File: src/rtl/l1d_port_arbiter.sv
// Two-requester arbiter in front of a single L1D issue port, with owner-tagged write-back routing.
// Optional build macro L1D_ARB_FIXED_PRIO_EN: requester A always wins ties instead of round-robin.
module l1d_port_arbiter #(
    parameter int MEM_LATENCY = 3
) (
    input  logic        clock_i,
    input  logic        reset_ni,
    input  logic        reqValidA_i,
    input  logic        reqValidB_i,
    output logic        reqReadyA_o,
    output logic        reqReadyB_o,
    input  logic [6:0]  opCodeA_i,
    input  logic [6:0]  opCodeB_i,
    input  logic        isWbA_i,
    input  logic        isWbB_i,
    input  logic [4:0]  wbAddressA_i,
    input  logic [4:0]  wbAddressB_i,
    input  logic [15:0] pOperandA_i,
    input  logic [15:0] sOperandA_i,
    input  logic [15:0] pOperandB_i,
    input  logic [15:0] sOperandB_i,
    input  logic        flush_i,
    output logic        flushDone_o,
    output logic        memValid_o,
    output logic [6:0]  memOpCode_o,
    output logic        memIsWb_o,
    output logic [4:0]  memWbAddress_o,
    output logic [15:0] memPOperand_o,
    output logic [15:0] memSOperand_o,
    input  logic        memWbEnable_i,
    input  logic [4:0]  memWbAddress_i,
    input  logic [15:0] memWbData_i,
    output logic        wbEnableA_o,
    output logic        wbEnableB_o,
    output logic [4:0]  wbAddressA_o,
    output logic [4:0]  wbAddressB_o,
    output logic [15:0] wbDataA_o,
    output logic [15:0] wbDataB_o
);

    localparam int CNT_W = $clog2(MEM_LATENCY + 1) + 1;

    typedef enum logic [1:0] {
        ST_RUN   = 2'd0,
        ST_DRAIN = 2'd1,
        ST_DONE  = 2'd2
    } state_t;

    state_t            state_reg;
    logic              flush_done_reg;
    logic              grant_a;
    logic              grant_b;
    logic              xfer;
    logic              issue_ok;
    logic [6:0]        sel_op;

    logic              mem_valid_reg;
    logic              mem_owner_reg;
    logic [6:0]        mem_op_reg;
    logic              mem_is_wb_reg;
    logic [4:0]        mem_wb_addr_reg;
    logic [15:0]       mem_p_op_reg;
    logic [15:0]       mem_s_op_reg;

    logic [MEM_LATENCY-1:0] tag_valid_reg;
    logic [MEM_LATENCY-1:0] tag_owner_reg;
    logic [MEM_LATENCY-1:0] tag_valid_next;
    logic [MEM_LATENCY-1:0] tag_owner_next;
    logic                   tag_last_valid;
    logic                   tag_last_owner;

    logic [CNT_W-1:0]  outstanding_reg;

    logic              wb_en_a_reg;
    logic              wb_en_b_reg;
    logic [4:0]        wb_addr_a_reg;
    logic [4:0]        wb_addr_b_reg;
    logic [15:0]       wb_data_a_reg;
    logic [15:0]       wb_data_b_reg;

`ifdef L1D_ARB_FIXED_PRIO_EN
    always_comb begin
        grant_a = 1'b0;
        grant_b = 1'b0;
        if (state_reg == ST_RUN && !flush_i) begin
            grant_a = reqValidA_i;
            grant_b = reqValidB_i && !reqValidA_i;
        end
    end
`else
    // 1 means B won the most recent transfer, so A takes the next tie.
    logic last_grant_reg;

    always_comb begin
        grant_a = 1'b0;
        grant_b = 1'b0;
        if (state_reg == ST_RUN && !flush_i) begin
            if (reqValidA_i && reqValidB_i) begin
                grant_a = last_grant_reg;
                grant_b = !last_grant_reg;
            end else begin
                grant_a = reqValidA_i;
                grant_b = reqValidB_i;
            end
        end
    end

    always_ff @(posedge clock_i or negedge reset_ni) begin
        if (!reset_ni) begin
            last_grant_reg <= 1'b1;
        end else if (grant_a || grant_b) begin
            last_grant_reg <= grant_b;
        end
    end
`endif

    assign xfer     = grant_a || grant_b;
    assign sel_op   = grant_b ? opCodeB_i : opCodeA_i;
    assign issue_ok = xfer && (sel_op == 7'd10 || sel_op == 7'd11 || sel_op == 7'd12);

    always_ff @(posedge clock_i or negedge reset_ni) begin
        if (!reset_ni) begin
            mem_valid_reg   <= 1'b0;
            mem_owner_reg   <= 1'b0;
            mem_op_reg      <= '0;
            mem_is_wb_reg   <= 1'b0;
            mem_wb_addr_reg <= '0;
            mem_p_op_reg    <= '0;
            mem_s_op_reg    <= '0;
        end else begin
            mem_valid_reg <= issue_ok;
            if (issue_ok) begin
                mem_owner_reg   <= grant_b;
                mem_op_reg      <= sel_op;
                mem_is_wb_reg   <= grant_b ? isWbB_i      : isWbA_i;
                mem_wb_addr_reg <= grant_b ? wbAddressB_i : wbAddressA_i;
                mem_p_op_reg    <= grant_b ? pOperandB_i  : pOperandA_i;
                mem_s_op_reg    <= grant_b ? sOperandB_i  : sOperandA_i;
            end
        end
    end

    // Stage 0 captures the issue slot; the last stage lines up with the cache return.
    genvar gi;
    generate
        for (gi = 0; gi < MEM_LATENCY; gi++) begin : g_tag
            if (gi == 0) begin : g_head
                assign tag_valid_next[gi] = mem_valid_reg;
                assign tag_owner_next[gi] = mem_owner_reg;
            end else begin : g_body
                assign tag_valid_next[gi] = tag_valid_reg[gi-1];
                assign tag_owner_next[gi] = tag_owner_reg[gi-1];
            end
        end
    endgenerate

    assign tag_last_valid = tag_valid_reg[MEM_LATENCY-1];
    assign tag_last_owner = tag_owner_reg[MEM_LATENCY-1];

    always_ff @(posedge clock_i or negedge reset_ni) begin
        if (!reset_ni) begin
            tag_valid_reg <= '0;
            tag_owner_reg <= '0;
        end else begin
            tag_valid_reg <= tag_valid_next;
            tag_owner_reg <= tag_owner_next;
        end
    end

    always_ff @(posedge clock_i or negedge reset_ni) begin
        if (!reset_ni) begin
            outstanding_reg <= '0;
        end else begin
            case ({mem_valid_reg, tag_last_valid})
                2'b10:   outstanding_reg <= outstanding_reg + CNT_W'(1);
                2'b01:   outstanding_reg <= outstanding_reg - CNT_W'(1);
                default: outstanding_reg <= outstanding_reg;
            endcase
        end
    end

    // Returns with no matching tag are dropped, which also discards anything issued before a reset.
    always_ff @(posedge clock_i or negedge reset_ni) begin
        if (!reset_ni) begin
            wb_en_a_reg   <= 1'b0;
            wb_en_b_reg   <= 1'b0;
            wb_addr_a_reg <= '0;
            wb_addr_b_reg <= '0;
            wb_data_a_reg <= '0;
            wb_data_b_reg <= '0;
        end else begin
            wb_en_a_reg <= tag_last_valid && !tag_last_owner && memWbEnable_i;
            wb_en_b_reg <= tag_last_valid &&  tag_last_owner && memWbEnable_i;
            if (tag_last_valid && memWbEnable_i) begin
                if (tag_last_owner) begin
                    wb_addr_b_reg <= memWbAddress_i;
                    wb_data_b_reg <= memWbData_i;
                end else begin
                    wb_addr_a_reg <= memWbAddress_i;
                    wb_data_a_reg <= memWbData_i;
                end
            end
        end
    end

    always_ff @(posedge clock_i or negedge reset_ni) begin
        if (!reset_ni) begin
            state_reg      <= ST_RUN;
            flush_done_reg <= 1'b0;
        end else begin
            case (state_reg)
                ST_RUN: begin
                    if (flush_i) begin
                        state_reg <= ST_DRAIN;
                    end
                end
                ST_DRAIN: begin
                    if (outstanding_reg == '0 && !mem_valid_reg) begin
                        state_reg      <= ST_DONE;
                        flush_done_reg <= 1'b1;
                    end
                end
                ST_DONE: begin
                    if (!flush_i) begin
                        state_reg      <= ST_RUN;
                        flush_done_reg <= 1'b0;
                    end
                end
                default: begin
                    state_reg      <= ST_RUN;
                    flush_done_reg <= 1'b0;
                end
            endcase
        end
    end

    assign reqReadyA_o    = grant_a;
    assign reqReadyB_o    = grant_b;
    assign flushDone_o    = flush_done_reg;
    assign memValid_o     = mem_valid_reg;
    assign memOpCode_o    = mem_op_reg;
    assign memIsWb_o      = mem_is_wb_reg;
    assign memWbAddress_o = mem_wb_addr_reg;
    assign memPOperand_o  = mem_p_op_reg;
    assign memSOperand_o  = mem_s_op_reg;
    assign wbEnableA_o    = wb_en_a_reg;
    assign wbEnableB_o    = wb_en_b_reg;
    assign wbAddressA_o   = wb_addr_a_reg;
    assign wbAddressB_o   = wb_addr_b_reg;
    assign wbDataA_o      = wb_data_a_reg;
    assign wbDataB_o      = wb_data_b_reg;

endmodule

File: config.mk
export PLATFORM = sky130hd
export DESIGN_NAME = l1d_port_arbiter
export DESIGN_NICKNAME = d
export VERILOG_FILES = /design/src/rtl/l1d_port_arbiter.sv
export SDC_FILE = /design/constraint.sdc
export NUM_CORES = 1
export LEC_CHECK = 0
export CAP_MARGIN = 20
export CORE_MARGIN = 1
export CORE_UTILIZATION = 50
export CTS_BUF_LIST = sky130_fd_sc_hd__clkbuf_8
export DETAILED_ROUTE_END_ITERATION = 10
export DONT_BUFFER_PORTS = 1
export GPL_ROUTABILITY_DRIVEN = 0
export GPL_TIMING_DRIVEN = 1
export PLACE_DENSITY_LB_ADDON = 0.15
export REMOVE_ABC_BUFFERS = 1
export SYNTH_ARGS = -nofsm -noshare
export SYNTH_HDL_FRONTEND = slang
export SYNTH_SLANG_ARGS = --single-unit
File: constraint.sdc
create_clock -name clock_i -period 2.3 [get_ports clock_i]
set_clock_uncertainty 0.05 [all_clocks]
set_input_delay 0.345 -clock clock_i [delete_from_list [all_inputs] [get_ports clock_i]]
set_output_delay 0.345 -clock clock_i [all_outputs]
set_load 0.005 [all_outputs]
Word level (Yosys, flattened, before mapping):

Index checks and enable logic that the tools add are counted.

* flip-flop bits (word level): 104
* bits in latches: 0
* bits in writable memories: 0
* memory bits (read-only): 0
* output and inout bits: 93
* logic and storage cells: 73
* memories kept: 0

* add/sub/neg operators: 2
* multiply operators: 0
* divide/modulo/power cells: 0
* magnitude comparators: 0
* eq/ne operators: 10
* shifts and indexed selects: 0
* muxes and demuxes: 17
* bitwise gates (word level): 2
* reduce and logical (&&, ||, !) cells: 23

Operators with widths (count)
* $mux 16: 2
* $eq 7x4->1 const B: 3
* $logic_and 1x1->1: 9
* $mux 1: 7
* $mux 7: 1
* $mux 2: 3
* $ne 2x2->1 const B: 3
* $pmux 2 s3: 1
* $pmux 3 s2: 1
* $reduce_and 3->1: 2
* $mux 5: 1
* $eq 2x1->1 const B: 2
* $eq 2x2->1 const B: 2
* $logic_not 1->1: 4
* $reduce_and 2->1: 2
* $add 3x1->3 const B: 1
* $logic_not 3->1: 1
* $logic_or 1x1->1: 3
* $pmux 1 s3: 1
* $sub 3x1->3 const B: 1
* $logic_not 2->1: 1
* $not 1->1: 2
* $reduce_bool 2->1: 1

Logic depth before layout (Yosys ltp):

Gate-level depths: netlist of the first run.

* depth in word-level cells: 8
* gate-level depth with buffers: 7
* mapped depth without buffers: 7

Least setup slack after synthesis of the first run:

Ideal clock, no wire load.

* kind: reg2reg
* start point: register state_reg[0]
* end point: register mem_is_wb_reg (netlist: memIsWb_o)
* arrival time: 1.528 ns
* setup slack: 0.572 ns
* stages on the path, launching flop included: 7
* period minus slack after synthesis: 1.728 ns
* path through: dfrtp_1 nor3_4 nand3_2 mux2i_2 buf_6 buf_2 a41oi_1

* word-level cells in the longest chain between the ends: 8

Ends and longest elaborated chain
* from (decl): RTL line 49 `state_t state_reg;`
* from (signal assigned): RTL line 208 `state_reg <= ST_RUN;`
* from (signal assigned): RTL line 214 `state_reg <= ST_DRAIN;`
* from (signal assigned): RTL line 219 `state_reg <= ST_DONE;`
* $logic_not 2->1 *: RTL line 97 `if (state_reg == ST_RUN && !flush_i) begin`
* $logic_and 1x1->1 *: RTL line 97
* $mux 1: RTL line 97
* $mux 7: RTL line 118 `assign sel_op = grant_b ? opCodeB_i : opCodeA_i;`
* $eq 7x4->1: RTL line 119 `assign issue_ok = xfer && (sel_op == 7'd10 || sel_op == 7'd11 || sel_op == 7'd12);`
* $logic_or 1x1->1 (2 in a row): RTL line 119
* $logic_and 1x1->1: RTL line 119
* to (signal assigned): RTL line 135 `mem_is_wb_reg <= grant_b ? isWbB_i : isWbA_i;`
* to (decl): RTL line 60 `logic mem_is_wb_reg;`

Mark *: on every way between the ends. The rest lies on a longest branch, timed or not.
A chain may end at the register's enable or synchronous reset.

Worst setup path after layout of the first run:

* start point: register state_reg[0]
* end point: output reqReadyB_o

* word-level cells in the longest chain between the ends: 3

Ends and longest elaborated chain
* $logic_not 2->1: RTL line 97
* $logic_and 1x1->1: RTL line 97
* $mux 1: RTL line 97
* to (decl): RTL line 11 `output logic reqReadyB_o,`

Every way passes these cells.

==> summary.md, run 1 <==
Buffers placed on the I/O ports in this run total 0. The logs give 0.00236 µW for the leakage power of the design and 910 µm for the length of routed met3 wiring. In the finished design, the share of the clock period the worst path needs comes to 93.8%.

Data on the critical path is required at its endpoint by 1.90 ns. In this run the horizontal extent of the chip is 96.9 µm. For the maximum clock rate, the log shows 463 MHz.

STA classifies the critical path startpoint as a register. At the end of the flow the core is filled with cells to 55.4%. The biggest area contributor in the post-synthesis netlist is sky130_fd_sc_hd__dfrtp_1.

The worst hold slack was -0.384 ns. The total I/O pin count is 210, and the number of diodes added for antenna fixing is 0. The final number of hold-violating endpoints is 104, and the slew at the pin closest to its max-slew limit is 0.711 ns. The tools report the element type at the critical path end as an output port. The vertical die dimension was 96.9 µm; the synthesized flop and latch total was 104. Final worst setup slack: 0.141 ns. The final reports fail on negative hold slack. After detailed routing, the number of remaining DRC violations is 0.

Clock-pin slew was measured on the worst setup and hold paths at 0.10 ns. By area the synthesized netlist is led by sky130_fd_sc_hd__dfrtp_1, sky130_fd_sc_hd__nand2_1, sky130_fd_sc_hd__a41oi_1. The number of library cell types mapped by synthesis is 40. In the final routed layout, each cell accounts on average for 18.8 µm. The setup slack at placement is 0.308 ns. The end of the worst register-to-register path is memPOperand_o[3]. The tools report the placed wire-length estimate as 7140 µm. Across all layers, the routed design uses 3,217 vias. The worst setup path is of the reg -> out kind. The run gives 0 as the count of buffers added by post-CTS timing repair for setup.

For this design the ratio of total power to cell area is 956 nW/µm². Of the post-synthesis cell area, the dominant cell type holds 57.2%. In the layout the commonest cells are sky130_fd_sc_hd__nand2_1, sky130_fd_sc_hd__dfrtp_1, sky130_fd_sc_hd__a21oi_1.

In this run the top signal layer used is met4. The worst pin sits at a relative slew slack of 52.6%. In this run, synthesis inferred 0 flip-flops with an integrated enable. Summing all placed instances gives a cell area of 4600 µm². CTS built an H-tree with a depth of 3. The wire length of the first global-routing pass is 16,500 µm, and the buffer levels on the longest clock path is 2. The final instance area is 4830 µm². After detailed routing, the number of vias per cell comes to 5.94. Setup violations remaining at the end of the flow were counted as 0. The clock reaches the later pin of the worst-skew pair after 0.35 ns.

Counting I/O delays and the setup requirement, the final critical path takes 2.16 ns. For the overall fraction of global-route tracks in use, the log shows 22.2%. Cells with a size suffix above 1 make up 13.4% of the layout. The run gives 8720 µm² as the core region area. The quantity of hold-fixing buffers added after cts was 1. Data arrives at the worst endpoint at 1.76 ns.

The run gives 10,200 µm as the routed wire length. For the via count of the first global-routing pass, the log shows 3,217. The run gives 0 as the global route total overflow. Measured in cells, the most critical reg-to-reg path has a length of 6. In the synthesized netlist the async set-or-reset flop fraction comes to 100%. Synthesized instance count: 437. CTS saw 104 sinks. The type of the most critical hold path was in -> async. TritonCTS built the clock tree. In this run the remaining antenna-violating nets after routing total 0.

Setup repair after global routing left no endpoint under its margin. For the maximum number of pins on one net before global-route repair, the log shows 105. The initial antenna violation count came out at 0.

The detailed router finished its first iteration with 111 violations. Summed over all failing endpoints, the final setup total negative slack is 0 ns. Wire length on met1: 4110 µm. The netlist area before placement was 4500 µm²; the die footprint was 9390 µm².

The worst register-to-register path begins at state_reg[0]. The first detailed-routing pass ran for 5 iterations. The tree is rooted in a sky130_fd_sc_hd__clkbuf_8. Of all nets on the critical path, the largest fanout is 17. The filler cells instantiated in the layout total 753. The tools report the number of slew-limit violations in the final report as 0.

The count of max-cap constraint violations is 0. The run finished, with violations left. The logs give 0 for the count of yosys warnings during synthesis and 0.429 mV for the highest ir drop seen on vdd. Leaving out fill and tap cells, the most frequent cell in the layout is sky130_fd_sc_hd__nand2_1.

The design draws 4620 µW. In the final design database the tool counted 548 nets. The routed design uses 4870 µm of met2 wire.

Compared with the post-synthesis result, the final layout area differs by 7.31%. The tools report the post-synthesis sequential area ratio as 57.8%. For the effective utilization at floorplan, the log shows 51.6%. The most used flip-flop cell after synthesis is sky130_fd_sc_hd__dfrtp_1.

The floorplan has 34 rows. TritonCTS created 9 clock buffers. The run gives 0.29 ns as the worst setup slack for register-to-register paths. A synthesized cell averages 10.3 µm².
worst max-delay path, cell delays in order (launching register included):
cell,delay [ns]
sky130_fd_sc_hd__dfrtp_1,0.46
sky130_fd_sc_hd__nor3_4,0.28
sky130_fd_sc_hd__nand3_2,0.19
sky130_fd_sc_hd__clkinvlp_4,0.24
sky130_fd_sc_hd__buf_4,0.25
where the power goes:
part           total, µW  switching, µW  leakage (µW)  internal [µW]
Sequential          2600            371       0.00141           2230
Combinational        794            437      0.000841            357
Clock               1230            616      0.000115            616
through the flow:
stage / hold slack, ns / std cells
after detailed placement: 0.00126 / 525
after CTS: -0.401 / 542
after global routing: -0.407 / 542
after global placement: 0.00118 / 525
final: -0.384 / 542
after floorplan: -0.000591 / 407
Yosys cell counts (2+ instances only):
cell and n:
sky130_fd_sc_hd__xor2_1 2, sky130_fd_sc_hd__a21oi_1 43, sky130_fd_sc_hd__a41oi_1 36, sky130_fd_sc_hd__mux2_2 24, sky130_fd_sc_hd__buf_6 2, sky130_fd_sc_hd__xnor2_1 3, sky130_fd_sc_hd__buf_2 9, sky130_fd_sc_hd__buf_1 2
sky130_fd_sc_hd__nor3_1 3, sky130_fd_sc_hd__nand2b_1 3, sky130_fd_sc_hd__or3_1 2, sky130_fd_sc_hd__dfrtp_1 103, sky130_fd_sc_hd__nand3_1 3, sky130_fd_sc_hd__and2_1 3, sky130_fd_sc_hd__clkbuf_1 16, sky130_fd_sc_hd__mux2i_1 4
sky130_fd_sc_hd__inv_1 9, sky130_fd_sc_hd__a41oi_2 2, sky130_fd_sc_hd__nand2_1 142, sky130_fd_sc_hd__nor2_1 5, sky130_fd_sc_hd__and3_1 2
cells by family after synthesis:
kind of cell               count (synthesis)  share of synthesized area [%]
adders and majority gates                  2                          0.722
DFF                                      104                           57.8
xor gates and xnor gates                   5                          0.972
AOI/OAI and AO/OA                         89                           13.9
muxes                                     29                           7.19
buffers and inverters                     39                           3.92
and+or+nand+nor                          169                           15.5
metal layers:
| layer | GRT usage [%] | vias to the layer above |
|---|---|---|
| met5 | 0 | - |
| met4 | 9.53 | 0 |
| met3 | 6.43 | 22 |
| met2 | 35.6 | 171 |
| met1 | 27.9 | 1534 |
| li1 | - | 1490 |
how the worst max path moves through the flow:
stage | from | cells after the start | to | slack (ns)
floorplan | state_reg[0] | 5 | mem_owner_reg | -1.81
global placement | opCodeB_i[6] | 6 | memWbAddress_o[3] | 0.38
detailed placement | state_reg[0] | 6 | memPOperand_o[3] | 0.31
CTS | state_reg[0] | 4 | reqReadyB_o | 0.11
global route | state_reg[0] | 4 | reqReadyB_o | 0.0006
finish | state_reg[0] | 4 | reqReadyB_o | 0.14
what timing repair did:
action                                  in CTS  in global routing
resized for setup                            1                  0
endpoints found under the setup margin       1                  0
endpoints found under the hold margin      105                104
layout make-up:
type,count,area (µm²),share of cell area [%]
clock inverter,7,95.1,1.97
timing repair buffer,11,97.6,2.02
multi-input combinational,294,1740,36.0
inverter,9,37.5,0.777
sequential,104,2600,53.9
clock buffer,9,124,2.56
tap,108,135,2.80
(Power assumes the default switching activity.)
==> run 2: changes to the inputs <==
Settings changed: CELL_PAD_IN_SITES_DETAIL_PLACEMENT set to 0, CELL_PAD_IN_SITES_GLOBAL_PLACEMENT set to 1, CORE_UTILIZATION 50 to 48.
==> run 2 against run 1 <==
- the run still ends with negative hold slack left
- clock power down 15%
- non-clock buffer count shrank 1
- cell count decreased by 0.18%
- critical path depth unchanged
- global-route usage decreased by 0.63 points
- via count is 0.59% lower
- total power decreased by 3.9%
- wire length is 2.3% higher
- final area fell by 0.60%
- register-to-register slack lost 0.11 ns
- largest cell class unchanged
==> summary.md, run 2 (same netlist as run 1, synthesis figures left out) <==
The clock latency reported for the late side of the worst-skew pair came out at 0.36 ns (about the same). The die width was 98.9 µm (+2.0%); the via count of the first global-routing pass was 3,047 (-5.3%). Vertical die dimension: 98.9 µm (+2.0%). The count of filler cells inserted in the layout was 776 (+3.1%).

For the overall fraction of global-route tracks in use, the log shows 21.5% (-0.63 points). TritonCTS built the clock tree. The power density normalized to cell area came out at 924 nW/µm² (-3.4%). The final number of setup-violating endpoints was 0 (unchanged).

In this run the worst hold path is classified as in -> async. The final standard cell count with taps included and fillers excluded came out at 541 (-0.18%). STA classifies the critical path endpoint as an output port.

The number of sinks handled by clock tree synthesis came out at 104 (unchanged). The tools report the clock root buffer master as sky130_fd_sc_hd__clkbuf_8. The tools report the number of iterations in the first detailed-routing pass as 5 (unchanged). The tools report the number of nets in the layout as 547 (-0.18%). The run gives 1.90 ns (about the same) as the data required time at the worst endpoint. The average wire per cell in the routed design was 19.2 µm (+2.5%); the maximum clock rate was 467 MHz (+0.84%).

The run gives 523 (-0.38%) as the number of placed instances with taps included. The tools report the number of cell rows as 34 (unchanged). The slew at the pin closest to its max-slew limit came out at 0.667 ns (-0.0435 ns). The clock edge transition at the registers on the reported setup and hold paths works out to 0.11 ns (about the same). The run finished, with violations left.

The buffer levels on the longest clock path is 2 (unchanged). The run gives 105 (unchanged) as the maximum number of pins on one net before global-route repair. For the detailed router's first-iteration violation count, the log shows 137 (+23%). The number of I/O port buffers was 0 (unchanged); the count of max-cap constraint violations was 0 (unchanged). The share of final-layout standard cells stronger than drive strength 1 is 12.9% (-0.43 points), and the global route total overflow is 0 (unchanged). Setup repair after global routing left no endpoint under its margin. The leakage power of the design was 0.00235 µW (-0.65%); the total I/O pin count was 210 (unchanged).

The ratio of routed vias to standard cells was 5.91 (-0.41%). The detailed-route DRC error count was 0 (unchanged); the worst hold slack was -0.392 ns (-0.00731 ns). The worst-path maximum fanout was 30 (+13).

The final worst-path cycle share was 93.1% (-0.78 points); the final number of hold-violating endpoints was 104 (unchanged). The run gives 3 (unchanged) as the number of H-tree levels. The share of the core filled with cells in the final layout is 54.0% (-1.4 points), and the layout overhead on the synthesized area is 6.67%. The checks that failed: negative hold slack.

The tools report the sequential cell area as 2600 µm² (unchanged). The run gives 3,198 (-0.59%) as the routed via count. The tools report the critical path startpoint as state_reg[0]. The kind of start point of the critical path was a register.

In this run the critical register-to-register path is launched from state_reg[0]. The most frequent standard cell in the layout excluding fill and tap cells was sky130_fd_sc_hd__nand2_1. The tools report the number of diodes added for antenna fixing as 0 (unchanged).

The routed wire length came out at 10,400 µm (+2.3%). The initial antenna violation count is 0 (unchanged). The effective utilization at floorplan came out at 50.7% (-0.99 points). The core region area was 8890 µm² (+2.0%). For the wire length of the first global-routing pass, the log shows 16,000 µm (-2.8%). The logs give 55.5% (+2.9 points) for the worst slew slack as a fraction of its limit and 9 (unchanged) for the number of buffers inserted during clock tree synthesis. The run gives 0.412 mV (-4.0%) as the highest ir drop seen on vdd. The tools report the placed wire-length estimate as 7120 µm (-0.31%). The worst setup path category was reg -> out. The number of slew-limit violations in the final report is 0 (unchanged), and the area occupied by multi-input gates is 1740 µm² (unchanged). The clock period minus worst slack was 2.14 ns (-0.0180 ns). The die footprint is 9780 µm² (+4.1%).

In the layout the commonest cells are sky130_fd_sc_hd__nand2_1, sky130_fd_sc_hd__dfrtp_1, sky130_fd_sc_hd__a21oi_1. The arrival time at the worst endpoint was 1.75 ns (about the same). The number of nets still failing antenna checks after routing was 0 (unchanged).
run 2: cell type report:
cell class	instances	share of cell area [%]
clock buffer	9	2.58
tap	108	2.81
sequential	104	54.2
clock inverter	7	1.15
multi-input combinational	294	36.2
timing repair buffer	10	2.34
inverter	9	0.703
run 2: critical path, cell delays in order, from the launching register on:
cell and delay (ns):
sky130_fd_sc_hd__dfrtp_1 0.46, sky130_fd_sc_hd__nor3_4 0.28, sky130_fd_sc_hd__nand3_2 0.23, sky130_fd_sc_hd__inv_2 0.19, sky130_fd_sc_hd__buf_8 0.23
run 2: final timing paths:
kind                                          end  slack (ns)  cells after the start
min in group clock_i              wbAddressA_o[0]        0.03                      2
worst min register to register   tag_owner_reg[1]        0.31                      0
worst max-delay path                  reqReadyB_o        0.16                      4
max in group asynchronous          last_grant_reg        2.38                      0
worst min-delay path              wbAddressB_o[3]       -0.39                      0
worst max register to register  memPOperand_o[12]        0.18                      6
run 2: per-layer routing:
layer / GRT usage (%) / vias up / wire length [µm]
li1: - / 1503 / -
met1: 26.5 / 1511 / 4210
met2: 33.5 / 171 / 4830
met3: 10.6 / 13 / 1210
met4: 6.31 / 0 / 148
met5: 0 / - / 0
run 2: power breakdown:
| part | leakage (µW) | internal, µW | switching, µW |
|---|---|---|---|
| logic | 0.000849 | 362 | 438 |
| clock network | 0.0000916 | 404 | 638 |
| registers | 0.00141 | 2230 | 373 |
| total | 0.00235 | 2990 | 1450 |
run 2: per-stage QoR:
stage	worst slack, ns	setup TNS (ns)	total power [µW]	area (µm²)	hold slack [ns]
after floorplan	-1.81	-66.64	3140	4360	-0.000591
after global placement	0.253	0	3400	4600	0.00146
after detailed placement	0.216	0	3430	4600	0.00133
after CTS	0.0410	0	4500	4790	-0.408
after global routing	0.0139	0	4750	4800	-0.433
final	0.159	0	4440	4800	-0.392
run 2: repair_timing:
action	in CTS	in global routing
setup endpoints to repair	1	1
resized for setup	1	2
buffers inserted	0	0
hold buffers	1	1
hold endpoints to repair	105	105
==> run 3: changes to the inputs <==
Settings changed: HOLD_SLACK_MARGIN set to 0.05, SLEW_MARGIN set to 20.
==> run 3 against run 2 <==
- the flow still finishes with violations (negative hold slack)
- register-to-register slack about the same
- setup slack about the same
- cell count increased by 6.5%
- first-iteration DRC count increased by 9.5%
- utilization increased by 3.9 points
- largest cell class unchanged
- combinational power increased by 6.4%
- largest power group unchanged
- total power increased by 1.2%
- via count increased by 4.5%
- sequential cell count unchanged
- sequential power about the same
- maximum frequency about the same
==> summary.md, run 3 (same netlist as run 1, synthesis figures left out) <==
The met2 usage in global routing was 34.2% (+0.70 points); the global-route met1 utilization was 27.2% (+0.75 points). The count of max-cap constraint violations was 0 (unchanged); the slew at the pin closest to its max-slew limit was 0.689 ns (+0.0220 ns). The logs give 0 ns (unchanged) for the setup TNS and 0 (unchanged) for the detailed-route DRC error count. The effective utilization at floorplan was 50.7% (unchanged); the clock period minus worst slack was 2.14 ns (-0.000437 ns). The depth of the worst register-to-register path works out to 6 (unchanged).

Number of I/O port buffers: 0 (unchanged). In the layout the commonest cells are sky130_fd_sc_hd__nand2_1, sky130_fd_sc_hd__dfrtp_1, sky130_fd_sc_hd__a21oi_1. The tightest min-delay check is of the in -> async type.

The wire length of the first global-routing pass was 16,400 µm (+2.4%). The run finished, with violations left. For the number of diodes added for antenna fixing, the log shows 0 (unchanged). The number of H-tree levels is 3 (unchanged), and the sequential cell area is 2600 µm² (unchanged).

Most frequent standard cell in the layout excluding fill and tap cells: sky130_fd_sc_hd__nand2_1. The buffers plus inverters on the worst setup path was 2 (unchanged). The worst-path maximum fanout works out to 30 (unchanged).

The cell family contributing the most delay on the critical path is simple AND/OR/NAND/NOR gates. The highest ir drop seen on vdd was 0.412 mV (about the same). The ratio of routed vias to standard cells is 5.80 (-1.9%), and the die footprint is 9780 µm² (unchanged). The total I/O pin count came out at 210 (unchanged).

The run gives 467 MHz (about the same) as the maximum clock rate. The count of filler cells inserted in the layout is 727 (-6.3%). The worst setup path is captured at an output port. The routed via count is 3,341 (+4.5%), and the global route total overflow is 0 (unchanged). For the share of the core filled with cells in the final layout, the log shows 58.0% (+3.9 points). The stage delay of the slowest cell on the critical path is 0.46 ns (about the same), and the clock latency reported for the late side of the worst-skew pair is 0.36 ns (about the same).

The critical path goes through nor3_4 -> nand3_2 -> inv_2 -> buf_8. Worst hold slack: -0.388 ns (+0.00314 ns). The average wire per cell in the routed design is 18.9 µm (-1.5%), and the vertical die dimension is 98.9 µm (unchanged).

The run gives 582 (+6.4%) as the number of nets in the layout. The critical path in this run is classified as reg -> out. The core region area was 8890 µm² (unchanged). The checks that failed: negative hold slack. The number of slew-limit violations in the final report came out at 0 (unchanged). The count of buffers added by post-CTS timing repair for setup is 0 (unchanged), and the power density normalized to cell area is 871 nW/µm² (-5.7%). The end of the worst register-to-register path is memPOperand_o[12]. The worst setup path is launched from a register. Via count of the first global-routing pass: 3,157 (+3.6%). The number of iterations in the first detailed-routing pass was 4 (-1).

The routed wire length was 10,900 µm (+4.9%). The number of buffers inserted during clock tree synthesis was 9 (unchanged). The area occupied by multi-input gates is 1740 µm² (unchanged). TritonCTS built the clock tree. The placed wire-length estimate was 7120 µm (unchanged); the worst setup slack for register-to-register paths was 0.19 ns (about the same). The worst register-to-register path begins at state_reg[0]. The slowest stage of the critical path is the sky130_fd_sc_hd__dfrtp_1 cell. The tools report the clock root buffer master as sky130_fd_sc_hd__clkbuf_8.

The detailed router's first-iteration violation count is 150 (+9.5%). The worst slew slack as a fraction of its limit is 54.0% (-1.5 points), and the final number of setup-violating endpoints is 0 (unchanged). Final number of hold-violating endpoints: 104 (unchanged).

The met3 usage is 10.4% (-0.21 points), and the overall fraction of global-route tracks in use is 21.9% (+0.40 points). Clock edge transition at the registers on the reported setup and hold paths: 0.10 ns (about the same). The global routing stage identified its most utilized layer as met2. The data required time at the worst endpoint was 1.90 ns (about the same). For the maximum number of pins on one net before global-route repair, the log shows 105 (unchanged). Setup repair after global routing left no endpoint under its margin.

The die width was 98.9 µm (unchanged). Leakage power of the design: 0.00250 µW (+6.2%). The number of nets still failing antenna checks after routing was 0 (unchanged); the share of final-layout standard cells stronger than drive strength 1 was 12.0% (-0.97 points). The run gives 34 (unchanged) as the number of cell rows. The buffer levels on the longest clock path was 2 (unchanged); the layout overhead on the synthesized area was 14.4%. The initial antenna violation count is 0 (unchanged). The final worst-path cycle share is 93.0% (about the same). The arrival time at the worst endpoint was 1.75 ns (about the same); the number of sinks handled by clock tree synthesis was 104 (unchanged).
==> run 3: layout make-up <==
cell class	instances	share of cell area (%)
Sequential cell	104	50.5
Multi-Input combinational cell	294	33.8
Timing Repair Buffer	45	8.98
Tap cell	108	2.62
Clock buffer	9	2.40
Clock inverter	7	1.07
Inverter	9	0.655
==> run 3: worst max-delay path by stage <==
stage	startpoint	endpoint	slack, ns	cells after the start
3_3_place_gp	last_grant_reg	memOpCode_o[1]	0.25	6
4_1_cts	state_reg[0]	reqReadyB_o	0.04	4
2_1_floorplan	state_reg[0]	mem_owner_reg	-1.81	5
3_5_place_dp	state_reg[0]	memPOperand_o[12]	0.22	6
6_report	state_reg[0]	reqReadyB_o	0.16	4
5_1_grt	state_reg[0]	reqReadyB_o	0.01	4
==> run 3: where the power goes <==
part           internal, µW  switching (µW)
Sequential             2230             373
Combinational           402             449
Clock                   404             639
==> run 3: timing repair <==
action	4_1_cts	5_1_grt
resized for setup	1	2
hold buffers	22	15
setup endpoints to repair	1	1
endpoints found under the hold margin	126	119
==> run 3: metrics by stage <==
stage	hold slack (ns)	cells	setup slack [ns]	area (µm²)	total power, µW
after detailed placement	0.00133	523	0.216	4600	3430
after CTS	-0.408	561	0.0410	5000	4530
after global routing	-0.433	576	0.0139	5150	4800
after global placement	0.00146	523	0.253	4600	3400
final	-0.388	576	0.160	5150	4490
after floorplan	-0.000591	407	-1.81	4360	3140
==> run 3: per-layer routing <==
layer | vias up | wire [µm] | share of wire [%]
li1 | 1565 | - | -
met1 | 1591 | 4470 | 41
met3 | 12 | 1220 | 11
met2 | 173 | 5070 | 46
met5 | - | 0 | 0
met4 | 0 | 149 | 1.4
